`config.mk`:
```
export PLATFORM = sky130hd
export DESIGN_NAME = wb_arbiter
export DESIGN_NICKNAME = d
export VERILOG_FILES = /design/src/rtl/wb_arbiter.sv
export SDC_FILE = /design/constraint.sdc
export NUM_CORES = 1
export LEC_CHECK = 0
export ABC_CLOCK_PERIOD_IN_PS = 2400
export BUFFER_PORTS_ARGS = -buffer_cell sky130_fd_sc_hd__buf_4
export CAP_MARGIN = 20
export CELL_PAD_IN_SITES_DETAIL_PLACEMENT = 1
export CELL_PAD_IN_SITES_GLOBAL_PLACEMENT = 2
export CORE_MARGIN = 10
export CORE_UTILIZATION = 36
export DETAILED_ROUTE_END_ITERATION = 10
export PLACE_DENSITY_LB_ADDON = 0.1
export SLEW_MARGIN = 20
export SYNTH_ARGS = -nofsm -noshare
export SYNTH_HDL_FRONTEND = slang
export SYNTH_SLANG_ARGS = --single-unit
```
`constraint.sdc`:
```
create_clock -name clk -period 2.4 [get_ports clk]
set_input_delay 0 -clock clk [delete_from_list [all_inputs] [get_ports clk]]
set_output_delay 0 -clock clk [all_outputs]
set_load 0.05 [all_outputs]
```
`src/rtl/wb_arbiter.sv`:
```
// Register-file writeback arbiter: ALU results win the single write port, LSU results wait in a FIFO.
// Optional macro WB_HAZARD_EN adds a combinational stall check against pending FIFO destinations.
module wb_arbiter #(
  parameter int DEPTH = 4
) (
  input  logic                     clk,
  input  logic                     rst,
  input  logic                     alu_valid,
  input  logic [4:0]               alu_rd,
  input  logic [31:0]              alu_data,
  input  logic                     lsu_valid,
  output logic                     lsu_ready,
  input  logic [4:0]               lsu_rd,
  input  logic [31:0]              lsu_data,
  input  logic [4:0]               chk_rs1,
  input  logic [4:0]               chk_rs2,
  input  logic [4:0]               chk_rd,
  output logic                     hazard,
  output logic                     WE,
  output logic [4:0]               rsw,
  output logic [31:0]              dataW,
  output logic [$clog2(DEPTH):0]   pend_cnt
);

  localparam int AW = $clog2(DEPTH);
  localparam int CW = AW + 1;
  localparam logic [CW-1:0] FULL = CW'(DEPTH);

  logic [4:0]    r_mem_rd   [DEPTH];
  logic [31:0]   r_mem_data [DEPTH];
  logic [AW-1:0] r_wr_ptr;
  logic [AW-1:0] r_rd_ptr;
  logic [CW-1:0] r_cnt;
  logic          r_we;
  logic [4:0]    r_rsw;
  logic [31:0]   r_data;

  logic w_alu_eff;
  logic w_ready;
  logic w_pop;
  logic w_push;

  // rd=0 results are architecturally dead, so they neither write nor occupy the port.
  assign w_alu_eff = alu_valid & (alu_rd != 5'd0);
  assign w_ready   = ~rst & (r_cnt < FULL);
  assign w_pop     = ~w_alu_eff & (r_cnt != '0);
  assign w_push    = lsu_valid & w_ready & (lsu_rd != 5'd0);

  always_ff @(posedge clk or posedge rst) begin
    if (rst) begin
      r_wr_ptr <= '0;
      r_rd_ptr <= '0;
      r_cnt    <= '0;
      r_we     <= 1'b0;
      r_rsw    <= '0;
      r_data   <= '0;
    end else begin
      if (w_push) r_wr_ptr <= r_wr_ptr + 1'b1;
      if (w_pop)  r_rd_ptr <= r_rd_ptr + 1'b1;
      case ({w_push, w_pop})
        2'b10:   r_cnt <= r_cnt + 1'b1;
        2'b01:   r_cnt <= r_cnt - 1'b1;
        default: r_cnt <= r_cnt;
      endcase
      if (w_alu_eff) begin
        r_we   <= 1'b1;
        r_rsw  <= alu_rd;
        r_data <= alu_data;
      end else if (w_pop) begin
        r_we   <= 1'b1;
        r_rsw  <= r_mem_rd[r_rd_ptr];
        r_data <= r_mem_data[r_rd_ptr];
      end else begin
        r_we   <= 1'b0;
      end
    end
  end

  // Storage needs no reset: occupancy alone decides which entries are live.
  always_ff @(posedge clk) begin
    if (w_push) begin
      r_mem_rd[r_wr_ptr]   <= lsu_rd;
      r_mem_data[r_wr_ptr] <= lsu_data;
    end
  end

`ifdef WB_HAZARD_EN
  logic w_hazard;

  always_comb begin
    w_hazard = 1'b0;
    for (int i = 0; i < DEPTH; i++) begin
      if ((CW'(AW'(i) - r_rd_ptr) < r_cnt) &&
          (((r_mem_rd[i] == chk_rs1) && (chk_rs1 != 5'd0)) ||
           ((r_mem_rd[i] == chk_rs2) && (chk_rs2 != 5'd0)) ||
           ((r_mem_rd[i] == chk_rd)  && (chk_rd  != 5'd0))))
        w_hazard = 1'b1;
    end
  end

  assign hazard = w_hazard;
`else
  logic w_unused_chk;
  assign w_unused_chk = ^{chk_rs1, chk_rs2, chk_rd};
  assign hazard       = 1'b0;
`endif

  assign lsu_ready = w_ready;
  assign WE        = r_we;
  assign rsw       = r_rsw;
  assign dataW     = r_data;
  assign pend_cnt  = r_cnt;

endmodule

```
==> results.txt <==
The first global-routing pass estimated 29200 microns of wire. The largest net degree at the start of global routing is 77, and the fraction of the mapped netlist area in compound gates is 3.35%. STA puts the critical path data arrival time at 2640 ps. The clock arrives with 13.4 ps of skew. In the final layout, the multi-input gates occupy 1760 sq um. The number of CTS-inserted buffers is 17. The fraction of synthesis flops using an asynchronous set or reset pin came out at 23.3%. After synthesis, the share of cell area in mux cells is 11.5%.

The first detailed-routing pass ran for 4 iterations. Cell with the most instances on the worst path: xor2_1. The logs give 11400 microns for the half-perimeter wire length after detailed placement and 440 for the synthesized netlist cell count. The path class of the tightest hold or removal check is in -> reg.

Cell internal power was estimated by the tool at 7.35 mW. The top-area cell type share of the netlist area is 59.6%. The logs give 214 for the number of DRC markers after the initial detailed-route iteration and 0 for the number of setup buffers added after CTS. The global route total overflow is 0.

By count the netlist is led by edfxtp_1, nand2_1, dfrtp_1. The critical path's top delay family was simple AND/OR/NAND/NOR gates. For the worst setup path, the data required time is 2740 ps.

The area of the die was 26900 sq um; the count of clock tree sinks was 193. For this block, the routed nets add up to 18300 microns of wire. Of all nets on the critical path, the largest fanout is 2. On the worst path, the slowest cell contributes a delay of 550 ps. The run gives 14.2% as the combined global-route utilization of all metal layers.

TritonCTS built the clock tree. Cell taking the most area after synthesis: edfxtp_1. The flow ran to the end, and the final reports show no timing, DRC or antenna violations. The via count of the first global-routing pass is 5129.

Walking the worst path, the cells encountered are dlygate4sd3_1 -> buf_4 -> or4_1 -> o21ai_4 -> and2_1 -> ha_1 -> inv_1 -> fa_1 -> xor2_1 -> nor2_1 -> xor2_1. The area share of fa/ha/maj cells after synthesis came out at 1.11%. The die is 164 microns wide. By area the synthesized netlist is led by edfxtp_1, dfrtp_1, mux4_2, nand2_1, a31oi_1. For this design the top-level I/O count stands at 136. Of the total power, the share spent switching nets is 34.1%. The most critical setup path has its startpoint at alu_rd[3].

The DRC violation count after routing was 0; the worst path buffer plus inverter count was 3. For the number of hold violations in the final report, the log shows 0. The relative contribution of the clock network to total power was 26.2%. For this run, the top clock speed supported by timing is 436 MHz. The dominant combinational cell family by area after synthesis is multiplexers. The power density normalized to cell area was 1100 nW/um^2; the portion of the clock cycle consumed by the worst path in the final layout was 95.5%.

The routed layout has 4456 vias. Setup total negative slack on the finished layout was measured at 0 ps. Counting distinct cell types in the post-synthesis netlist gives 27. The tree is rooted in a clkbuf_16. Measured on the finished design, the core utilization comes to 50.1%. The tools report the count of yosys warnings during synthesis as 0.

Share of synthesized area occupied by flip-flops and latches: 74.7%. The run gives 1 as the number of antenna violations at the first check in global routing. Counting I/O delays and the setup requirement, the final critical path takes 2290 ps. For the pin with the worst max-slew slack, the measured transition is 805 ps. Summed over all nets, the switching power comes to 3.80 mW.

The launching point of the worst reg2reg path was pend_cnt[2]$_DFFE_PP0P_. The buffer depth of the longest clock path is 2, and the synthesized-area fraction occupied by and/or/nand/nor cells is 6.57%. The die is 164 microns tall. The final setup violation count was 0. In this run the tool buffered the top-level ports with 119 buffer cells. The synthesized netlist devotes 0.704% of its cell area to XOR and XNOR gates. The final weighted congestion in routability-driven placement came out at 0.698. The mapped netlist covers 7460 sq um. After synthesis the netlist holds a flip-flop and latch count of 193.

STA classifies the critical path endpoint as a register. Cell with the biggest individual delay on the critical path: dlygate4sd3_1. edfxtp_1 is the most common cell in the netlist.

The tool flagged a number of max-cap violations equal to 0. For the final net count, the log shows 746. In this run, post-CTS hold repair placed 76 buffers. Layout overhead on the synthesized area: 36.3%. The worst hold slack across all endpoints came out at 84.8 ps.

The type of the worst setup path is in -> reg. Setup repair after global routing left no endpoint under its margin. Gates resized during post-CTS repair numbered 0. The floorplan has 52 rows. The tools report the final number of max-transition violations as 0. Clock-pin slew was measured on the worst setup and hold paths at 70 ps.

Combinational logic is responsible for 33.4% of the overall power. Prevailing post-synth register cell: edfxtp_1. The clock insertion delay at the later pin of the skew report came out at 420 ps. The synthesized area divided by synthesized cell count was 17.0 sq um; the core region area was 20300 sq um. Once detail routing completed, the nets flagged for antenna violations numbered 0. In the final layout, the share of cells above drive strength 1 is 32.9%. The routed length per placed instance was 19.7 microns.

Per report_power, the sequential group accounts for 40.4% of the total. Counting the fill cells in the layout gives 1983. The clock tree synthesis step divided the H-tree into 4 levels. When the netlist entered floorplanning its net count stood at 539. The logs give 46.4% for the worst relative slew slack and 0.000495 V for the maximum vdd drop. Element type at the critical path start: an input port. After detailed routing, the number of vias per cell comes to 4.79. The number of enable-type register cells in the synthesized netlist came out at 148.

The sequential cells in the finished layout cover a total of 5580 sq um. For this configuration, the core starts out at a cell density of 36.7%. The startpoint identified for the worst hold timing path is lsu_valid. The cell leakage power was 3.82 nW.
layout make-up:
cell class | instances | area share (%)
sequential | 193 | 54.9
multi-input combinational | 215 | 17.3
inverter | 7 | 0.258
tap | 270 | 3.32
antenna | 1 | 0.0246
clock inverter | 12 | 1.51
timing repair buffer | 213 | 18.2
clock buffer | 20 | 4.49
power by group through the flow:
stage,combinational (mW),clock (mW),sequential [mW]
after global placement,3.67,0,4.57
after floorplan,1.72,0,5.28
final,3.73,2.92,4.50
after global routing,4.04,3.13,4.59
after detailed placement,3.72,0,4.60
after CTS,3.83,3.00,4.53
kinds of logic after synthesis:
family,Yosys count
other,1
multiplexers,39
XOR/XNOR,6
AND/OR/NAND/NOR,124
adder cells (fa/ha/maj),6
AO/OA/AOI/OAI,39
buffers and inverters,32
flip-flops,193
tightest hold or removal path, stage by stage:
cell,delay [ps]
buf_4,70
nand2_1,40
a21oi_1,110
buf_4,160
xnor2_1,70
per-layer routing:
| layer | part of all wire, % | up-vias | track usage [%] |
|---|---|---|---|
| met5 | 0 | - | 0 |
| met4 | 1.1 | 0 | 4.35 |
| met3 | 3.6 | 13 | 3.08 |
| met2 | 52 | 85 | 24.7 |
| met1 | 44 | 2285 | 17.4 |
| li1 | - | 2073 | - |
layout by cell type, fill, tap and decap left out:
master	synthesis	layout
fa_1	1	1
clkbuf_8	0	2
a21oi_1	1	1
dfrtp_1	45	43
diode_2	0	1
and2_1	5	1
inv_6	0	4
mux4_2	37	37
edfxtp_1	148	148
inv_2	0	1
clkbuf_1	9	1
dfrtp_2	0	1
nand3_1	3	3
a31oi_1	35	35
or4_1	1	1
ha_1	5	5
conb_1	1	1
a32oi_1	2	2
dfrtp_4	0	1
clkbuf_16	0	17
clkinv_2	0	4
inv_1	7	6
or3_2	0	1
mux2i_1	1	1
clkinv_4	0	1
nor2_1	38	37
dlygate4sd3_1	0	76
buf_12	0	5
buf_4	4	132
mux2_2	1	1
xor2_1	3	3
nor3_1	2	1
xnor2_1	3	3
nand2_1	74	74
nor3_2	0	1
bufinv_16	0	3
nor2_4	0	1
o21ai_4	0	1
and2_2	0	4
flip-flops by register name, summed over array words and instances, names as in the netlist:
name,count
r_wr_ptr,2
r_rd_ptr,2
dataW,32
pend_cnt,3
WE,1
r_mem_data,128
rsw,5
r_mem_rd,20
through the flow:
stage / worst slack, ps / std cells / area (sq um) / power, mW
4_1_cts: 102 / 930 / 10200 / 11.4
3_5_place_dp: 225 / 822 / 8790 / 8.32
2_1_floorplan: 23.9 / 440 / 7470 / 7.00
5_1_grt: 5.69 / 931 / 10200 / 11.8
3_3_place_gp: 291 / 822 / 8790 / 8.25
6_report: 107 / 931 / 10200 / 11.2
path summary, 6_finish.rpt:
path                       slack, ps  depth (start not counted)                       to
setup / recovery                 110                         11  pend_cnt[2]$_DFFE_PP0P_
hold / removal                    80                          5  r_wr_ptr[0]$_DFFE_PP0P_
setup reg to reg                 320                          8  pend_cnt[2]$_DFFE_PP0P_
hold reg to reg                  550                          2    dataW[27]$_DFFE_PP0P_
max in group asynchronous       1420                          4  r_rd_ptr[1]$_DFFE_PP0P_
min in group asynchronous        140                          3  r_rd_ptr[0]$_DFFE_PP0P_
No activity file was read; power rests on OpenSTA's default activity.
